[src/rtl/redmule_tile_pkg.sv]
// rtl/redmule_tile_pkg.sv - shared types for the tile core data port
// Purpose: request/response bundles of the core data port, the atomic
//          operation codes understood by the memory-side responder, and
//          the responder's FSM state type.
// Ports:   none (package).
package redmule_tile_pkg;

   typedef struct packed {
      logic        req;
      logic [31:0] addr;
      logic [5:0]  atop;
      logic [3:0]  be;
      logic [1:0]  memtype;
      logic [2:0]  prot;
      logic        dbg;
      logic [31:0] wdata;
      logic        we;
   } core_data_req_t;

   typedef struct packed {
      logic        gnt;
      logic        rvalid;
      logic [31:0] rdata;
      logic        err;
      logic        exokay;
   } core_data_rsp_t;

   // Atomic codes: bit 5 marks an atomic, bits 4:0 carry the RISC-V funct5.
   localparam logic [5:0] ATOP_NONE    = 6'h00;
   localparam logic [5:0] ATOP_AMOADD  = 6'h20;
   localparam logic [5:0] ATOP_AMOSWAP = 6'h21;
   localparam logic [5:0] ATOP_AMOXOR  = 6'h24;
   localparam logic [5:0] ATOP_AMOOR   = 6'h28;
   localparam logic [5:0] ATOP_AMOAND  = 6'h2C;

   typedef enum logic {
      IDLE,
      AMO_WB
   } obi_rsp_state_e;

   // True for the atomics this responder can execute as read-modify-write.
   function automatic logic atop_supported(input logic [5:0] atop);
      return (atop == ATOP_AMOADD) || (atop == ATOP_AMOSWAP) ||
             (atop == ATOP_AMOXOR) || (atop == ATOP_AMOOR)   ||
             (atop == ATOP_AMOAND);
   endfunction

endpackage

[src/rtl/core_data_amo_alu.sv]
// rtl/core_data_amo_alu.sv - combinational ALU for atomic read-modify-write
// Purpose: computes the word written back by an atomic memory operation.
// Ports:   old_i     - word read from memory
//          operand_i - operand supplied with the request
//          atop_i    - atomic operation code
//          result_o  - word to write back
module core_data_amo_alu
   import redmule_tile_pkg::*;
(
   input  logic [31:0] old_i,
   input  logic [31:0] operand_i,
   input  logic [5:0]  atop_i,
   output logic [31:0] result_o
);

   always_comb begin
      result_o = old_i;
      case (atop_i)
         ATOP_AMOADD:  result_o = old_i + operand_i;  // wraps modulo 2^32
         ATOP_AMOSWAP: result_o = operand_i;
         ATOP_AMOXOR:  result_o = old_i ^ operand_i;
         ATOP_AMOOR:   result_o = old_i | operand_i;
         ATOP_AMOAND:  result_o = old_i & operand_i;
         default:      result_o = old_i;
      endcase
   end

endmodule

[src/rtl/core_data_obi_responder.sv]
// rtl/core_data_obi_responder.sv - core data port responder in front of one SRAM bank
// Purpose: serves loads/stores at one per cycle into a 1-cycle-latency word
//          SRAM, executes atomics as read-then-write, and answers illegal
//          accesses with err.
// Ports:   clk_i, rst_i  - clock, asynchronous active-high reset
//          data_req_i    - core data request bundle
//          data_rsp_o    - core data response bundle
//          mem_req_o, mem_we_o, mem_addr_o, mem_be_o, mem_wdata_o - SRAM command
//          mem_rdata_i   - SRAM read data, valid the cycle after a read strobe
module core_data_obi_responder
   import redmule_tile_pkg::*;
#(
   parameter logic [31:0] BASE_ADDR  = 32'h0000_0000,
   parameter int unsigned SIZE_BYTES = 65536,
   parameter int unsigned MEM_AW     = $clog2(SIZE_BYTES / 4)
)
(
   input  logic                 clk_i,
   input  logic                 rst_i,
   input  core_data_req_t       data_req_i,
   output core_data_rsp_t       data_rsp_o,
   output logic                 mem_req_o,
   output logic                 mem_we_o,
   output logic [MEM_AW-1:0]    mem_addr_o,
   output logic [3:0]           mem_be_o,
   output logic [31:0]          mem_wdata_o,
   input  logic [31:0]          mem_rdata_i
);

   localparam logic [31:0] SIZE_W = 32'(SIZE_BYTES);

   obi_rsp_state_e     state_q, state_d;
   logic               rvalid_q, rvalid_d;
   logic               err_q, err_d;
   logic               rdsel_q, rdsel_d;     // response carries SRAM read data
   logic [31:0]        wdata_q, wdata_d;
   logic [5:0]         atop_q, atop_d;
   logic [MEM_AW-1:0]  addr_q, addr_d;

   logic [31:0]        offset;
   logic [MEM_AW-1:0]  word_addr;
   logic               in_range, is_amo, legal, gnt;
   logic [31:0]        amo_result;
   logic               unused_ok;

   assign offset    = data_req_i.addr - BASE_ADDR;
   assign word_addr = offset[MEM_AW+1:2];
   assign in_range  = (data_req_i.addr >= BASE_ADDR) && (offset < SIZE_W);
   assign is_amo    = (data_req_i.atop != ATOP_NONE);
   assign legal     = in_range &&
                      (!is_amo || (atop_supported(data_req_i.atop) &&
                                   (data_req_i.addr[1:0] == 2'b00)));
   // Gated by reset so that no grant is visible while reset is held.
   assign gnt       = data_req_i.req && (state_q == IDLE) && !rst_i;

   assign unused_ok = ^{data_req_i.memtype, data_req_i.prot, data_req_i.dbg, offset};

   core_data_amo_alu u_amo_alu (
      .old_i     (mem_rdata_i),
      .operand_i (wdata_q),
      .atop_i    (atop_q),
      .result_o  (amo_result)
   );

   // State register; reset drops a pending write-back together with its response.
   always_ff @(posedge clk_i or posedge rst_i) begin
      if (rst_i) begin
         state_q  <= IDLE;
         rvalid_q <= 1'b0;
         err_q    <= 1'b0;
         rdsel_q  <= 1'b0;
         wdata_q  <= '0;
         atop_q   <= '0;
         addr_q   <= '0;
      end else begin
         state_q  <= state_d;
         rvalid_q <= rvalid_d;
         err_q    <= err_d;
         rdsel_q  <= rdsel_d;
         wdata_q  <= wdata_d;
         atop_q   <= atop_d;
         addr_q   <= addr_d;
      end
   end

   // Next state: every grant produces exactly one response the next cycle.
   always_comb begin
      state_d  = state_q;
      rvalid_d = 1'b0;
      err_d    = 1'b0;
      rdsel_d  = 1'b0;
      wdata_d  = wdata_q;
      atop_d   = atop_q;
      addr_d   = addr_q;
      case (state_q)
         IDLE: begin
            if (gnt) begin
               rvalid_d = 1'b1;
               err_d    = !legal;
               rdsel_d  = legal && (is_amo || !data_req_i.we);
               if (legal && is_amo) begin
                  state_d = AMO_WB;
                  wdata_d = data_req_i.wdata;
                  atop_d  = data_req_i.atop;
                  addr_d  = word_addr;
               end
            end
         end
         AMO_WB: state_d = IDLE;
         default: state_d = IDLE;
      endcase
   end

   // Outputs: SRAM command and response bundle.
   always_comb begin
      data_rsp_o        = '0;
      data_rsp_o.gnt    = gnt;
      data_rsp_o.rvalid = rvalid_q;
      data_rsp_o.err    = err_q;
      data_rsp_o.rdata  = rdsel_q ? mem_rdata_i : 32'h0;
      data_rsp_o.exokay = 1'b0;
      mem_req_o         = 1'b0;
      mem_we_o          = 1'b0;
      mem_addr_o        = '0;
      mem_be_o          = 4'h0;
      mem_wdata_o       = 32'h0;
      case (state_q)
         IDLE: begin
            if (gnt && legal) begin
               mem_req_o   = 1'b1;
               mem_addr_o  = word_addr;
               // Atomics first read the full word; be is ignored for them.
               mem_we_o    = is_amo ? 1'b0 : data_req_i.we;
               mem_be_o    = is_amo ? 4'hF : data_req_i.be;
               mem_wdata_o = is_amo ? 32'h0 : data_req_i.wdata;
            end
         end
         AMO_WB: begin
            mem_req_o   = 1'b1;
            mem_we_o    = 1'b1;
            mem_addr_o  = addr_q;
            mem_be_o    = 4'hF;
            mem_wdata_o = amo_result;
         end
         default: ;
      endcase
   end

endmodule

[config.mk]
export PLATFORM = sky130hd
export DESIGN_NAME = core_data_obi_responder
export DESIGN_NICKNAME = d
export VERILOG_FILES = /design/src/rtl/redmule_tile_pkg.sv /design/src/rtl/core_data_amo_alu.sv /design/src/rtl/core_data_obi_responder.sv
export SDC_FILE = /design/constraint.sdc
export NUM_CORES = 1
export LEC_CHECK = 0
export BUFFER_PORTS_ARGS = -buffer_cell sky130_fd_sc_hd__buf_2
export CORE_ASPECT_RATIO = 0.9
export CORE_MARGIN = 1
export CORE_UTILIZATION = 58
export CTS_CLUSTER_SIZE = 25
export DETAILED_ROUTE_END_ITERATION = 6
export PLACE_DENSITY_LB_ADDON = 0.15
export RECOVER_POWER = 100
export SLEW_MARGIN = 5
export SYNTH_ARGS = -nofsm -noshare
export SYNTH_HDL_FRONTEND = slang
export SYNTH_SLANG_ARGS = --single-unit
[constraint.sdc]
create_clock -name clk_i -period 10.19 [get_ports clk_i]
set_input_delay 2.038 -clock clk_i [delete_from_list [all_inputs] [get_ports clk_i]]
set_output_delay 2.038 -clock clk_i [all_outputs]
set_load 0.005 [all_outputs]
==> results of run 1 <==
==> worst reg2reg max path: cells and delay by family, from the launching register on <==
| kind | cells | cell delay (ps) |
|---|---|---|
| AO/OA/AOI/OAI | 1 | 310 |
| AND/OR/NAND/NOR | 3 | 1970 |
| flip-flops | 1 | 370 |
| buffers and inverters | 3 | 2010 |
==> power by group <==
group          switching [mW]  total (mW)  internal [mW]  leakage [nW]
clock                   0.101       0.196         0.0953        0.0772
combinational          0.0690       0.114         0.0448          3.22
sequential           0.000123       0.223          0.222         0.603
==> layer usage <==
metal	GRT usage (%)	vias to the layer above	routed length, um
li1	-	3538	-
met2	55.3	389	9780
met3	5.23	48	1720
met5	0	-	0
met4	11.9	0	522
met1	44.7	3499	8860
==> worst max-delay path by stage <==
stage,start,to,slack (ps),cells after the start
after CTS,mem_rdata_i[1],mem_wdata_o[17],3560,12
after detailed placement,mem_rdata_i[1],mem_wdata_o[17],3560,12
after global placement,mem_rdata_i[1],mem_wdata_o[17],3550,12
after floorplan,rst_i,mem_wdata_o[22],3650,7
final,rst_i,mem_wdata_o[28],2760,10
after global routing,rst_i,mem_wdata_o[28],2520,10
==> cell usage in the layout, fill, tap and decap left out, drive strengths merged, types with 16 or more instances in the layout <==
| cell type | instances |
|---|---|
| nor3 | 16 |
| a21oi | 86 |
| nand2 | 95 |
| ha | 64 |
| dfrtp | 56 |
| a21o | 22 |
| clkbuf | 63 |
| a22o | 16 |
| o21ai | 106 |
| buf | 145 |
| mux2 | 16 |
| inv | 90 |
| nor2 | 54 |
| and2 | 43 |
==> flip-flops by register name (all words and copies together), names as in the netlist <==
| name | cells |
|---|---|
| addr_q | 14 |
| atop_q | 6 |
| err_q | 1 |
| rdsel_q | 1 |
| rvalid_q | 1 |
| state_q | 1 |
| wdata_q | 32 |
==> area by class of cell <==
type	instances	area, um^2	share of cell area, %
multi-input combinational	705	4830	61.3
clock buffer	5	125	1.59
timing repair buffer	203	960	12.2
inverter	89	334	4.24
sequential	56	1400	17.8
clock inverter	3	33.8	0.429
tap	156	195	2.48
==> logic make-up after synthesis <==
family                   after synthesis
AO/OA/AOI/OAI                        335
XOR/XNOR                               5
adder cells (fa/ha/maj)               65
buffers and inverters                152
flip-flops                            56
multiplexers                          24
other                                  1
AND/OR/NAND/NOR                      275
==> results.yml, run 1 <==
critical_path:
  cp_slowest_cell: "clkbuf_1"
  reg2reg_depth: 7
  crit_path_max_incr_delay_ps: 1410
  worstPathRequired_ps: 8150
  start_kind: "primary input"
  path_buf_inv: 5
  r2r-start: "state_q"
  path_max_fanout: 57
  crit_chain: "buf_2 -> inv_1 -> buf_4 -> nand3b_1 -> nor3_1 -> clkbuf_1 -> a21oi_1 -> o311a_1 -> nand3_1 -> buf_2"
  cp-end-kind: "output pin"
  crit_family: "buffers and inverters"
  critPathArrivalTime_ps: 5390
  cpMostUsedCell: "buf_2"
  crit_type: "in2out"
  r2r_end: "wdata_q[8]"
  reg2reg_slack_ps: 5320
sta:
  worst_slew_pin_slew_ps: 1920
  finalMaxSlewViolations: 101
  hold_violations: 0
  hold_ws_ps: 508
  max_freq_mhz: 135
  period_minus_slack_ps: 7430
  tns_ps: 0
  worst_slack_ps: 2760
  rsz0062_at_grt: "false"
  finalSetupViolations: 0
  finalClockSkew_ps: 12.8
  period_share_pct: 72.9
  max-slew-margin-rel_pct: -28.2
min_path:
  hold_path.startpoint: "atop_q[5]"
  hold_path_end: "atop_q[5]"
  hold_class: "reg2reg"
  whs_path_depth: 1
detailed_routing:
  vias: 7474
  drt.antenna.violating_nets: 0
  detail_route.iter0.violations: 575
  routed_via_density: 6.14
  post_drt_wl_per_cell_um: 17.2
  drt-pass1-iter-count: 7
  wl_um: 20900
  drc: 0
run:
  maxCapViolations: 2
yosys:
  synth_top_cell_by_area: "dfrtp_1"
  seq_area_frac_synth_pct: 20.3
  avgSynthCellArea_um2: 7.54
  ys_warn_count: 0
  synth_top_flop_cell: "dfrtp_1"
  synth_edf_count: 0
  synth.most_common_cell: "o21ai_0"
  synthXorXnorAreaFrac_pct: 0.636
  syn_area_mm2: 0.00689
  yosysTopAreaCellShare_pct: 20.3
  synth-seq-cells: 56
  synthTopCellsByArea: "dfrtp_1 20%, ha_1 12%, o21ai_0 7.1%"
  synthAdderAreaFrac_pct: 11.9
  ys_async_sr_fraction_pct: 100
  synth_cells: 913
  synth_top_family_by_area: "compound AO/OA/AOI/OAI gates"
  ys_types: 88
  synth-compound-area-share_pct: 32.4
  synthTopCellsByCount: "98 x o21ai_0, 93 x nand2_1, 87 x inv_1, 81 x a21oi_1, 64 x ha_1"
  synthMuxAreaShare_pct: 4.32
  syn_nets: 1094
  yosys.area_share.simple_pct: 20.8
clocking:
  clock_path_buffers: 2
  cts_tree: "yes"
  ctsResizeCount: 0
  cts.reportedPaths.clkPinSlew_ps: 80
  clk_latency_ps: 320
  cts_sinks: 56
  cts_buffers: 5
  cts_setup_buffers: 0
  htreeDepth: 2
  ctsRootBufferMaster: "clkbuf_16"
  cts_hold_buffers: 0
placed_design:
  port-buffer-count: 196
  dp_slack_ps: 3560
  dp_cells: 1209
  placed_area_mm2: 0.00780
  detailed_place_hpwl_um: 14500
  routabilityCongestion: 0.893
die:
  ioPinCount: 204
  initial_core_util_pct: 60.0
  dieArea_mm2: 0.0123
  rows: 37
  placeableCoreArea_mm2: 0.0115
  die_w_um: 117
  die_h_um: 105
finish:
  final_util_pct: 68.6
  fin_nets: 1241
  nFillCells: 1067
  areaGrowthSynthToFinish_pct: 14.4
  drive_gt1_share_pct: 19.9
  antenna_cells: 0
  post-route-cell-area_mm2: 0.00788
  stdcell_count: 1217
power_and_ir_drop:
  fin_total_pwr_mw: 0.532
  vdd_drop_max_mv: 0.0590
  power_density_mw_per_mm2: 67.6
  power.leakage_nw: 3.90
global_routing:
  grt_usage_pct: 33.7
  grt_max_degree: 68
  antenna_found_initial: 0
  grt_pass1_wl_um: 32600
  grt_overflow: 0
  grt_pass1_vias: 6623
outcome:
  violations: "capacitance limit, slew limit"
  status: "complete, but fails checks"
(Power assumes the default switching activity.)
==> run 2, diff against run 1 <==
- CORE_UTILIZATION: 58 -> 49
- clock period: 10.19 -> 6 ns (I/O delays scaled with it)
==> run 2 against run 1 <==
The flow still finishes with violations (capacitance limit, slew limit). Cell count up 1.5%. Flip-flop and latch count stayed put. First-iteration DRC count shrank 4.3%. Critical path type unchanged. Critical endpoint is now mem_wdata_o[0]. Highest routed layer unchanged.
==> results.yml, run 2 (synthesized netlist as in run 1, its figures left out) <==
finish:
  areaGrowthSynthToFinish_pct: 15.4
  final_cell_mix: "162 x buf_2, 100 x o21ai_0, 94 x nand2_1"
  drive_gt1_share_pct: 22.2
  post-route-cell-area_mm2: 0.00794
  nFillCells: 1332
  top_regs: "wdata_q x32, addr_q x14, atop_q x6"
  regMostFlops: "wdata_q"
  fin_nets: 1246
  regArea_mm2: 0.00140
  layout_commonest_cell: "buf_2"
  largest_reg_flops: 32
  stdcell_count: 1235
  multi_input_area_mm2: 0.00482
global_routing:
  grt_pass1_vias: 6886
  grt_max_degree: 57
  antenna_found_initial: 1
  grt_usage_pct: 29.8
  grt_pass1_wl_um: 34200
  grt_overflow: 0
sta:
  tns_ps: 0
  finalMaxSlewViolations: 71
  hold_violations: 0
  finalSetupViolations: 0
  rsz0062_at_grt: "false"
  max_freq_mhz: 186
  period_share_pct: 89.5
  worst_slew_pin_slew_ps: 3280
  finalClockSkew_ps: 9.02
  hold_ws_ps: 500
  period_minus_slack_ps: 5370
  max-slew-margin-rel_pct: -119
detailed_routing:
  routed_via_density: 5.94
  drt.antenna.violating_nets: 0
  detail_route.iter0.violations: 550
  drt-pass1-iter-count: 6
  wl_um: 21600
  vias: 7332
  post_drt_wl_per_cell_um: 17.5
  drc: 0
clocking:
  cts.reportedPaths.clkPinSlew_ps: 80
  cts_hold_buffers: 0
  ctsRootBufferMaster: "clkbuf_16"
  cts_sinks: 56
  clk_latency_ps: 320
  htreeDepth: 2
  ctsResizeCount: 0
  cts_buffers: 5
  clock_path_buffers: 2
  cts_tree: "yes"
  cts_setup_buffers: 0
die:
  placeableCoreArea_mm2: 0.0135
  initial_core_util_pct: 51.0
  dieArea_mm2: 0.0145
  ioPinCount: 204
  die_h_um: 114
  rows: 40
  die_w_um: 127
placed_design:
  placed_area_mm2: 0.00786
  dp_cells: 1226
  routabilityCongestion: 0.907
  port-buffer-count: 196
  detailed_place_hpwl_um: 15700
critical_path:
  path_max_fanout: 13
  crit_type: "in2out"
  start_kind: "primary input"
  cp-end-kind: "output pin"
  critPathArrivalTime_ps: 4170
  worstPathRequired_ps: 4800
outcome:
  violations: "capacitance limit, slew limit"
  status: "complete, but fails checks"
min_path:
  hold_class: "reg2reg"
run:
  maxCapViolations: 2
power_and_ir_drop:
  power_density_mw_per_mm2: 115
  power.leakage_nw: 3.99
  vdd_drop_max_mv: 0.110
-- run 2: worst paths after layout --
path	slack (ps)	to	start	depth (start not counted)
max in group asynchronous	1920	wdata_q[25]	rst_i	3
worst max register to register	2140	wdata_q[7]	state_q	8
min in group asynchronous	2200	wdata_q[29]	rst_i	3
worst max-delay path	630	mem_wdata_o[0]	data_req_i[48]	7
worst min-delay path	500	atop_q[5]	atop_q[5]	1
worst min register to register	500	atop_q[5]	atop_q[5]	1
-- run 2: final cells by class --
type,count,area share (%)
Inverter,89,4.21
Multi-Input combinational cell,705,60.7
Tap cell,168,2.65
Timing Repair Buffer,208,12.8
Sequential cell,56,17.6
Clock inverter,3,0.362
Antenna cell,1,0.0315
Clock buffer,5,1.58
-- run 2: routing by layer --
metal	up-vias	global-route usage, %	routed length (um)
met1	3429	39.5	9900
met2	295	49.6	9730
met3	37	3.79	1340
met5	-	0	0
li1	3571	-	-
met4	0	11.8	606
-- run 2: worst max-delay path: stages --
cell and delay, ps:
buf_2 110, nor4_1 260, nand2_1 200, nor3_1 1520, clkbuf_1 490, a22o_1 260
clkbuf_1 140
-- run 2: stage by stage --
step | total power [mW] | util, % | setup WS (ps)
detailed placement | 0.578 | 58.1 | 955
global route | 0.950 | 58.8 | 427
finish | 0.911 | 58.8 | 632
floorplan | 0.501 | - | 1140
CTS | 0.916 | 59.3 | 944
global placement | 0.576 | 58.1 | 967
-- run 2: power breakdown --
part | internal (mW) | switching (mW) | total (mW)
Clock | 0.162 | 0.175 | 0.337
Sequential | 0.378 | 0.000183 | 0.378
Combinational | 0.0777 | 0.118 | 0.195
Total | 0.618 | 0.293 | 0.911
